`src/rtl/memory_sequencer.sv`:
```
// Copies ROM[0..LAST_ADDR] into RAM through an XOR mask, then re-reads both
// memories and counts words where RAM differs from the masked ROM word.
module memory_sequencer #(
  parameter logic [7:0] PATTERN_XOR = 8'h00,
  parameter logic [2:0] LAST_ADDR   = 3'd7
) (
  input  logic       clk,
  input  logic       rst,
  input  logic       start,
  input  logic [7:0] dataBus,
  output logic [2:0] adressBus,
  output logic       RW,
  output logic       CS,
  output logic [7:0] dataInRAM,
  output logic       busy,
  output logic       done,
  output logic       pass,
  output logic [3:0] errCount
);

  typedef enum logic [2:0] {
    IDLE, RD_ROM, CAP_ROM, WR_RAM, VF_ROM, VF_CAP, VF_RAM, DONE
  } state_t;

  state_t     state;
  logic [2:0] idx;
  logic [7:0] word;
  logic       last;
  logic [3:0] err_upd;

  function automatic logic [3:0] sat_inc(input logic [3:0] v);
    return (v >= 4'd8) ? 4'd8 : v + 4'd1;
  endfunction

  always_comb begin
    last    = (idx == LAST_ADDR);
    err_upd = (dataBus != (word ^ PATTERN_XOR)) ? sat_inc(errCount) : errCount;
  end

  // Bus outputs are loaded on the edge that enters each state, so every
  // state's bus values are visible for the whole cycle it occupies.
  always_ff @(posedge clk) begin
    if (rst) begin
      state     <= IDLE;
      idx       <= 3'd0;
      adressBus <= 3'd0;
      RW        <= 1'b1;
      CS        <= 1'b1;
      dataInRAM <= 8'd0;
      busy      <= 1'b0;
      done      <= 1'b0;
      pass      <= 1'b0;
      errCount  <= 4'd0;
    end else begin
      done <= 1'b0;
      case (state)
        IDLE: begin
          RW <= 1'b1;
          CS <= 1'b1;
          if (start) begin
            state     <= RD_ROM;
            idx       <= 3'd0;
            adressBus <= 3'd0;
            errCount  <= 4'd0;
            pass      <= 1'b0;
            busy      <= 1'b1;
          end
        end
        RD_ROM: state <= CAP_ROM;
        CAP_ROM: begin
          // ROM word becomes the RAM write data on the same edge it is captured
          word      <= dataBus;
          dataInRAM <= dataBus ^ PATTERN_XOR;
          CS        <= 1'b0;
          RW        <= 1'b0;
          state     <= WR_RAM;
        end
        WR_RAM: begin
          RW <= 1'b1;
          CS <= 1'b1;
          if (last) begin
            idx       <= 3'd0;
            adressBus <= 3'd0;
            state     <= VF_ROM;
          end else begin
            idx       <= idx + 3'd1;
            adressBus <= idx + 3'd1;
            state     <= RD_ROM;
          end
        end
        VF_ROM: state <= VF_CAP;
        VF_CAP: begin
          word  <= dataBus;
          CS    <= 1'b0;
          state <= VF_RAM;
        end
        VF_RAM: begin
          errCount <= err_upd;
          CS       <= 1'b1;
          if (last) begin
            state <= DONE;
            done  <= 1'b1;
            busy  <= 1'b0;
            pass  <= (err_upd == 4'd0);
          end else begin
            idx       <= idx + 3'd1;
            adressBus <= idx + 3'd1;
            state     <= VF_ROM;
          end
        end
        DONE:    state <= IDLE;
        default: state <= IDLE;
      endcase
    end
  end

endmodule

```
`config.mk`:
```
export PLATFORM = sky130hd
export DESIGN_NAME = memory_sequencer
export DESIGN_NICKNAME = d
export VERILOG_FILES = /design/src/rtl/memory_sequencer.sv
export SDC_FILE = /design/constraint.sdc
export NUM_CORES = 1
export LEC_CHECK = 0
export ABC_AREA = 1
export BUFFER_PORTS_ARGS = -buffer_cell sky130_fd_sc_hd__buf_2
export CORE_ASPECT_RATIO = 1.1
export CORE_MARGIN = 4
export CORE_UTILIZATION = 40
export DETAILED_ROUTE_END_ITERATION = 7
export GPL_TIMING_DRIVEN = 0
export HOLD_SLACK_MARGIN = 0.1
export PLACE_DENSITY = 0.63
export SLEW_MARGIN = 30
export SYNTH_ARGS = -nofsm -noshare
export SYNTH_HDL_FRONTEND = slang
export SYNTH_SLANG_ARGS = --single-unit
```
`constraint.sdc`:
```
create_clock -name clk -period 2.22 [get_ports clk]
set_clock_uncertainty 0.05 [all_clocks]
set_input_delay 0.444 -clock clk [delete_from_list [all_inputs] [get_ports clk]]
set_output_delay 0.444 -clock clk [all_outputs]
set_load 0.01 [all_outputs]
```
==> results.cfg, run 1 <==
[hold_path]
hold_path.startpoint = dataBus[1]
min_to = word[1]$_DFFE_PP_
worst_hold_path.num_cells = 1
hold_path.class = primary input to flop

[pwr]
leakagePower_nw = 0.891
cellPowerDensity_mw_per_mm2 = 709
vdd_drop_max_v = 0.000374

[floorplanning]
die_x_um = 65.8
coreArea_mm2 = 0.00344
die_y_um = 71.5
rows = 22
ios = 31
die_area_mm2 = 0.00470
start_util = 0.427

[sta]
hold_violations = 0
setup-violations-final = 0
tightest_slew_ps = 491
drv_slew = 0
layout_min_cycle_time_ps = 1980
rsz0062_at_grt = false
fin_crit_sh = 0.891
final.setup.tns_ps = 0
max_slew_margin = 0.673
max_freq_mhz = 506

[run]
cap_violations = 0

[clocking]
clk_latency_ps = 330
cts_max_level = 2
cts_tree = built
cts.clk_slew.worst_paths_ps = 100
ctsLongestPathBuffers = 2
cts-root-buf = clkbuf_4
post_cts_buffers = 0
clock_sinks = 31
numCtsBuffers = 5

[yosys]
yosysSeqAreaShare = 0.477
synthArstFlopShare = 0
ys_ff_latch = 31
yosysUniqueCellTypes = 25
syn_nets = 201
synth_area_per_cell_um2 = 7.89
synth-edff-count = 8
netlist_instances = 186
ys_warn_count = 0
synth.cell_area_mm2 = 0.00147
ys.flop_type = dfxtp_1

[placement]
numPortBuffers = 30
hpwl_mm = 2.24
place_congestion = 0.782
post-place-cells = 264

[worst_setup_path]
reg2reg_from = state[1]$_SDFFE_PP0P_
path_class = flop to flop
critical_path_required_ps = 2160
r2r_cells = 6
cpPeakStageDelay_ps = 510
path_cells = nand2_4 -> nor2_1 -> inv_1 -> o21ai_0 -> inv_1 -> nor2_2
r2r-end = word[6]$_DFFE_PP_
start_kind = flop
reg2reg_slack_ps = 240
slowest_stage = dfxtp_1
crit_path_frequent_cell = inv_1
crit_fanout = 8
end_kind = flop
critPathArrivalTime_ps = 1910

[global_route]
grt_first_pass_wirelength_mm = 4.83
grt_max_degree = 11
track_usage = 0.135
grt_pass1_vias = 1090
antenna_found_initial = 0
grt_overflow_total = 0

[routing]
wl_met3_um = 123
routed.top_layer = met4
wl_met2_mm = 1.31
ant_nets = 0
remaining_drc_errors = 0
finalWirelength_mm = 2.92
viasPerCell = 4.47
first_iter_violations = 34
routedWlPerCell_um = 10.7
num_vias = 1217
dr.pass1.iters = 4
wl_met1_mm = 1.40

[final_layout]
fill_cells = 355
layout.nets = 238
antenna_cells = 0
layoutNonFillerInstCount = 272
area_growth_pct = 20.4
drive_above_1_share = 0.232

[outcome]
status = complete, no violations
## cells in the final DEF, fill, tap and decap left out, drive strengths merged, types with 8 or more instances in the layout
master  instances
inv            28
nor2           22
nand3          10
o21ai          11
dfxtp          23
edfxtp          8
nand2          50
a21oi          16
clkbuf          8
buf            31
## flip-flops by register name, indices dropped and copies added, names as in the netlist
| register | flops |
|---|---|
| word | 8 |
| done | 1 |
| dataInRAM | 8 |
| errCount | 4 |
| pass | 1 |
| RW | 1 |
| state | 3 |
| idx | 3 |
| CS | 1 |
| busy | 1 |
## per-layer routing
layer	up-vias	GRT usage
met5	-	0
met4	0	0.0760
met3	8	0.0392
met2	22	0.203
met1	523	0.173
li1	664	-
## worst max-delay path by stage
stage | end | slack (ps) | cells past startpoint | from
3_5_place_dp | word[1]$_DFFE_PP_ | 40 | 6 | state[1]$_SDFFE_PP0P_
5_1_grt | word[4]$_DFFE_PP_ | 30 | 6 | state[1]$_SDFFE_PP0P_
3_3_place_gp | word[1]$_DFFE_PP_ | 60 | 6 | state[1]$_SDFFE_PP0P_
2_1_floorplan | word[0]$_DFFE_PP_ | 460 | 6 | state[1]$_SDFFE_PP0P_
6_report | word[6]$_DFFE_PP_ | 240 | 6 | state[1]$_SDFFE_PP0P_
4_1_cts | word[5]$_DFFE_PP_ | 8 | 6 | state[1]$_SDFFE_PP0P_
## synthesized netlist by cell type (all sizes together) (2+ instances only)
cell type,instances,area (µm²)
a21oi,16,83.8
clkbuf,2,7.51
dfxtp,23,460
edfxtp,8,240
ha,4,50.1
inv,28,108
nand2,50,223
nand3,10,50.1
nor2,22,98.9
o21ai,11,55.1
xnor2,4,35.0
## worst max-delay path: cells and delay by family (launching register included)
family	cells	cell delay [ps]
simple gates	3	710
flops	1	510
buf+inv	2	260
compound gates	1	110
## layout make-up
type	count	area [µm²]	share of cell area
buffer	3	12.5	0.00708
clock inverter	2	35.0	0.0198
clock buffer	6	51.3	0.0290
multi-input combinational	123	644	0.365
timing repair buffer	30	150	0.0850
tap	48	60.1	0.0340
sequential	31	701	0.397
inverter	29	113	0.0637
## report_power, final
part	internal (mW)	total, mW	switching, mW
registers	0.610	0.629	0.0190
clock network	0.266	0.459	0.193
logic	0.0603	0.164	0.104
## cells by family (layout without fill, tap and decap cells)
kind of cell	Yosys count	in the layout	share of synthesized area
compound gates	31	31	0.119
xor+xnor	4	4	0.0239
fa+ha+maj	4	4	0.0341
buf+inv	32	70	0.0852
flops	31	31	0.477
simple gates	84	84	0.261
## repair_timing
item / CTS / global route
gates resized for setup: 0 / 1
hold buffers: 0 / 0
endpoints found under the setup margin: 0 / 8
## stage by stage
stage / cell area [µm²] / setup slack [ps] / hold slack [ps] / utilization / total power, mW
2_1_floorplan: 1470 / 461 / 432 / - / 0.750
3_3_place_gp: 1680 / 62.4 / 404 / 0.488 / 0.806
3_5_place_dp: 1680 / 40.0 / 407 / 0.488 / 0.809
4_1_cts: 1760 / 7.92 / 248 / 0.513 / 1.27
5_1_grt: 1770 / 27.0 / 241 / 0.513 / 1.32
6_report: 1770 / 243 / 264 / 0.513 / 1.25
Note: power is estimated with default switching activity, not from simulation.
==> run 2, diff against run 1 <==
CORE_UTILIZATION = 53   (was 40)
PLACE_DENSITY = 0.79   (was 0.63)
==> run 2 against run 1 <==
Combinational power rose by 3%. Setup slack improved by 31 ps. Largest cell class unchanged. Clock power fell by 25%. Global-route usage rose by 5.5 points. Critical path depth did not move. Flip-flop and latch count did not move. Count of clock-buffer cells in the layout did not move. Final cell count fell by 6.3%.
==> results.cfg, run 2 (synthesis gave the netlist of run 1 again) <==
[outcome]
status = complete, no violations

[sta]
max_slew_margin = 0.663
hold_violations = 0
fin_crit_sh = 0.877
tightest_slew_ps = 506
layout_min_cycle_time_ps = 1950
final.setup.tns_ps = 0
max_freq_mhz = 514
timing.hold.ws_ps = 255
drv_slew = 0
rsz0062_at_grt = false
setup-violations-final = 0

[worst_setup_path]
end_kind = flop
critical_path_required_ps = 2170
crit_fanout = 8
critPathArrivalTime_ps = 1890
path_class = flop to flop
start_kind = flop

[routing]
viasPerCell = 5.06
num_vias = 1290
finalWirelength_mm = 3.13
dr.pass1.iters = 4
ant_nets = 0
routedWlPerCell_um = 12.3
first_iter_violations = 38
remaining_drc_errors = 0

[clocking]
ctsLongestPathBuffers = 2
cts.clk_slew.worst_paths_ps = 100
cts_tree = built
clk_latency_ps = 330
cts_hold_buf = 0
cts_max_level = 2
post_cts_buffers = 0
cts-root-buf = clkbuf_4
numCtsBuffers = 5
clock_sinks = 31

[final_layout]
final_cell_mix = nand2_1 (44), buf_2 (31), inv_1 (26), dfxtp_1 (23), nor2_1 (20)
top_regs = dataInRAM x8, word x8, errCount x4
layout.nets = 238
fill_cells = 230
drive_above_1_share = 0.228
layoutNonFillerInstCount = 255
antenna_cells = 0
final_common_cell = nand2_1
area_growth_pct = 17.2

[pwr]
cellPowerDensity_mw_per_mm2 = 665
vdd_drop_max_v = 0.000584
leakagePower_nw = 0.879

[floorplanning]
coreArea_mm2 = 0.00257
die_area_mm2 = 0.00368
start_util = 0.572
ios = 31
die_y_um = 63.2
rows = 19
die_x_um = 58.2

[global_route]
grt_max_degree = 11
grt_overflow_total = 0
track_usage = 0.190
grt_use_met3 = 0.0571
grt_first_pass_wirelength_mm = 5.41
antenna_found_initial = 0
top_usage_layer = met2
use_met2 = 0.333
use_met1 = 0.209
grt_pass1_vias = 1279

[run]
cap_violations = 0

[placement]
place_congestion = 0.888
numPortBuffers = 30
post-place-cells = 247
hpwl_mm = 2.41

[hold_path]
hold_path.class = primary input to flop
==> run 2: changes by cell type in the layout (fill, tap and decap cells not counted) <==
cell,previous run,this run
clkinv_1,0,1
bufinv_16,1,0
inv_4,1,2
clkinv_2,2,1
==> run 2: area by class of cell <==
| cell class | instances | area (µm²) | share of cell area |
|---|---|---|---|
| sequential | 31 | 701 | 0.407 |
| timing repair buffer | 30 | 150 | 0.0873 |
| buffer | 3 | 12.5 | 0.00727 |
| clock buffer | 6 | 51.3 | 0.0298 |
| multi-input combinational | 123 | 644 | 0.375 |
| clock inverter | 2 | 10.0 | 0.00582 |
| tap | 31 | 38.8 | 0.0225 |
| inverter | 29 | 113 | 0.0655 |
==> run 2: layer usage <==
| metal | wire (µm) | vias to the layer above |
|---|---|---|
| met4 | 62 | 0 |
| li1 | - | 662 |
| met1 | 1330 | 592 |
| met5 | 0 | - |
| met2 | 1580 | 30 |
| met3 | 167 | 6 |
==> run 2: final timing paths <==
check                   startpoint                end  slack, ps  cells after the start
max          state[1]$_SDFFE_PP0P_  word[6]$_DFFE_PP_        270                      6
min                     dataBus[5]  word[5]$_DFFE_PP_        260                      1
max reg2reg  state[1]$_SDFFE_PP0P_  word[6]$_DFFE_PP_        270                      6
min reg2reg      busy$_SDFFE_PP0P_  busy$_SDFFE_PP0P_        420                      2
==> run 2: critical path, stage by stage, from the launching register on <==
cell,delay [ps]
dfxtp_1,500
nand2_4,110
nor2_1,230
inv_1,180
o21ai_0,110
inv_1,80
nor2_2,340
==> run 2: where the power goes <==
group | internal, mW | leakage (nW) | switching (mW)
clock network | 0.151 | 0.0362 | 0.194
logic | 0.0604 | 0.583 | 0.108
registers | 0.610 | 0.260 | 0.0191
total | 0.822 | 0.879 | 0.322
==> run 2: metrics by stage <==
step | setup WS, ps | instance area (µm²) | utilization | total power, mW
after CTS | 51.9 | 1720 | 0.669 | 1.16
final | 274 | 1720 | 0.670 | 1.14
after global routing | 82.0 | 1720 | 0.670 | 1.21
after floorplan | 461 | 1470 | - | 0.750
after detailed placement | 59.4 | 1660 | 0.645 | 0.811
after global placement | 101 | 1660 | 0.645 | 0.801
==> run 2: repair_timing <==
item                       CTS  global route
setup endpoints to repair    0             8
gates resized for setup      0             1
hold endpoints to repair     0             0
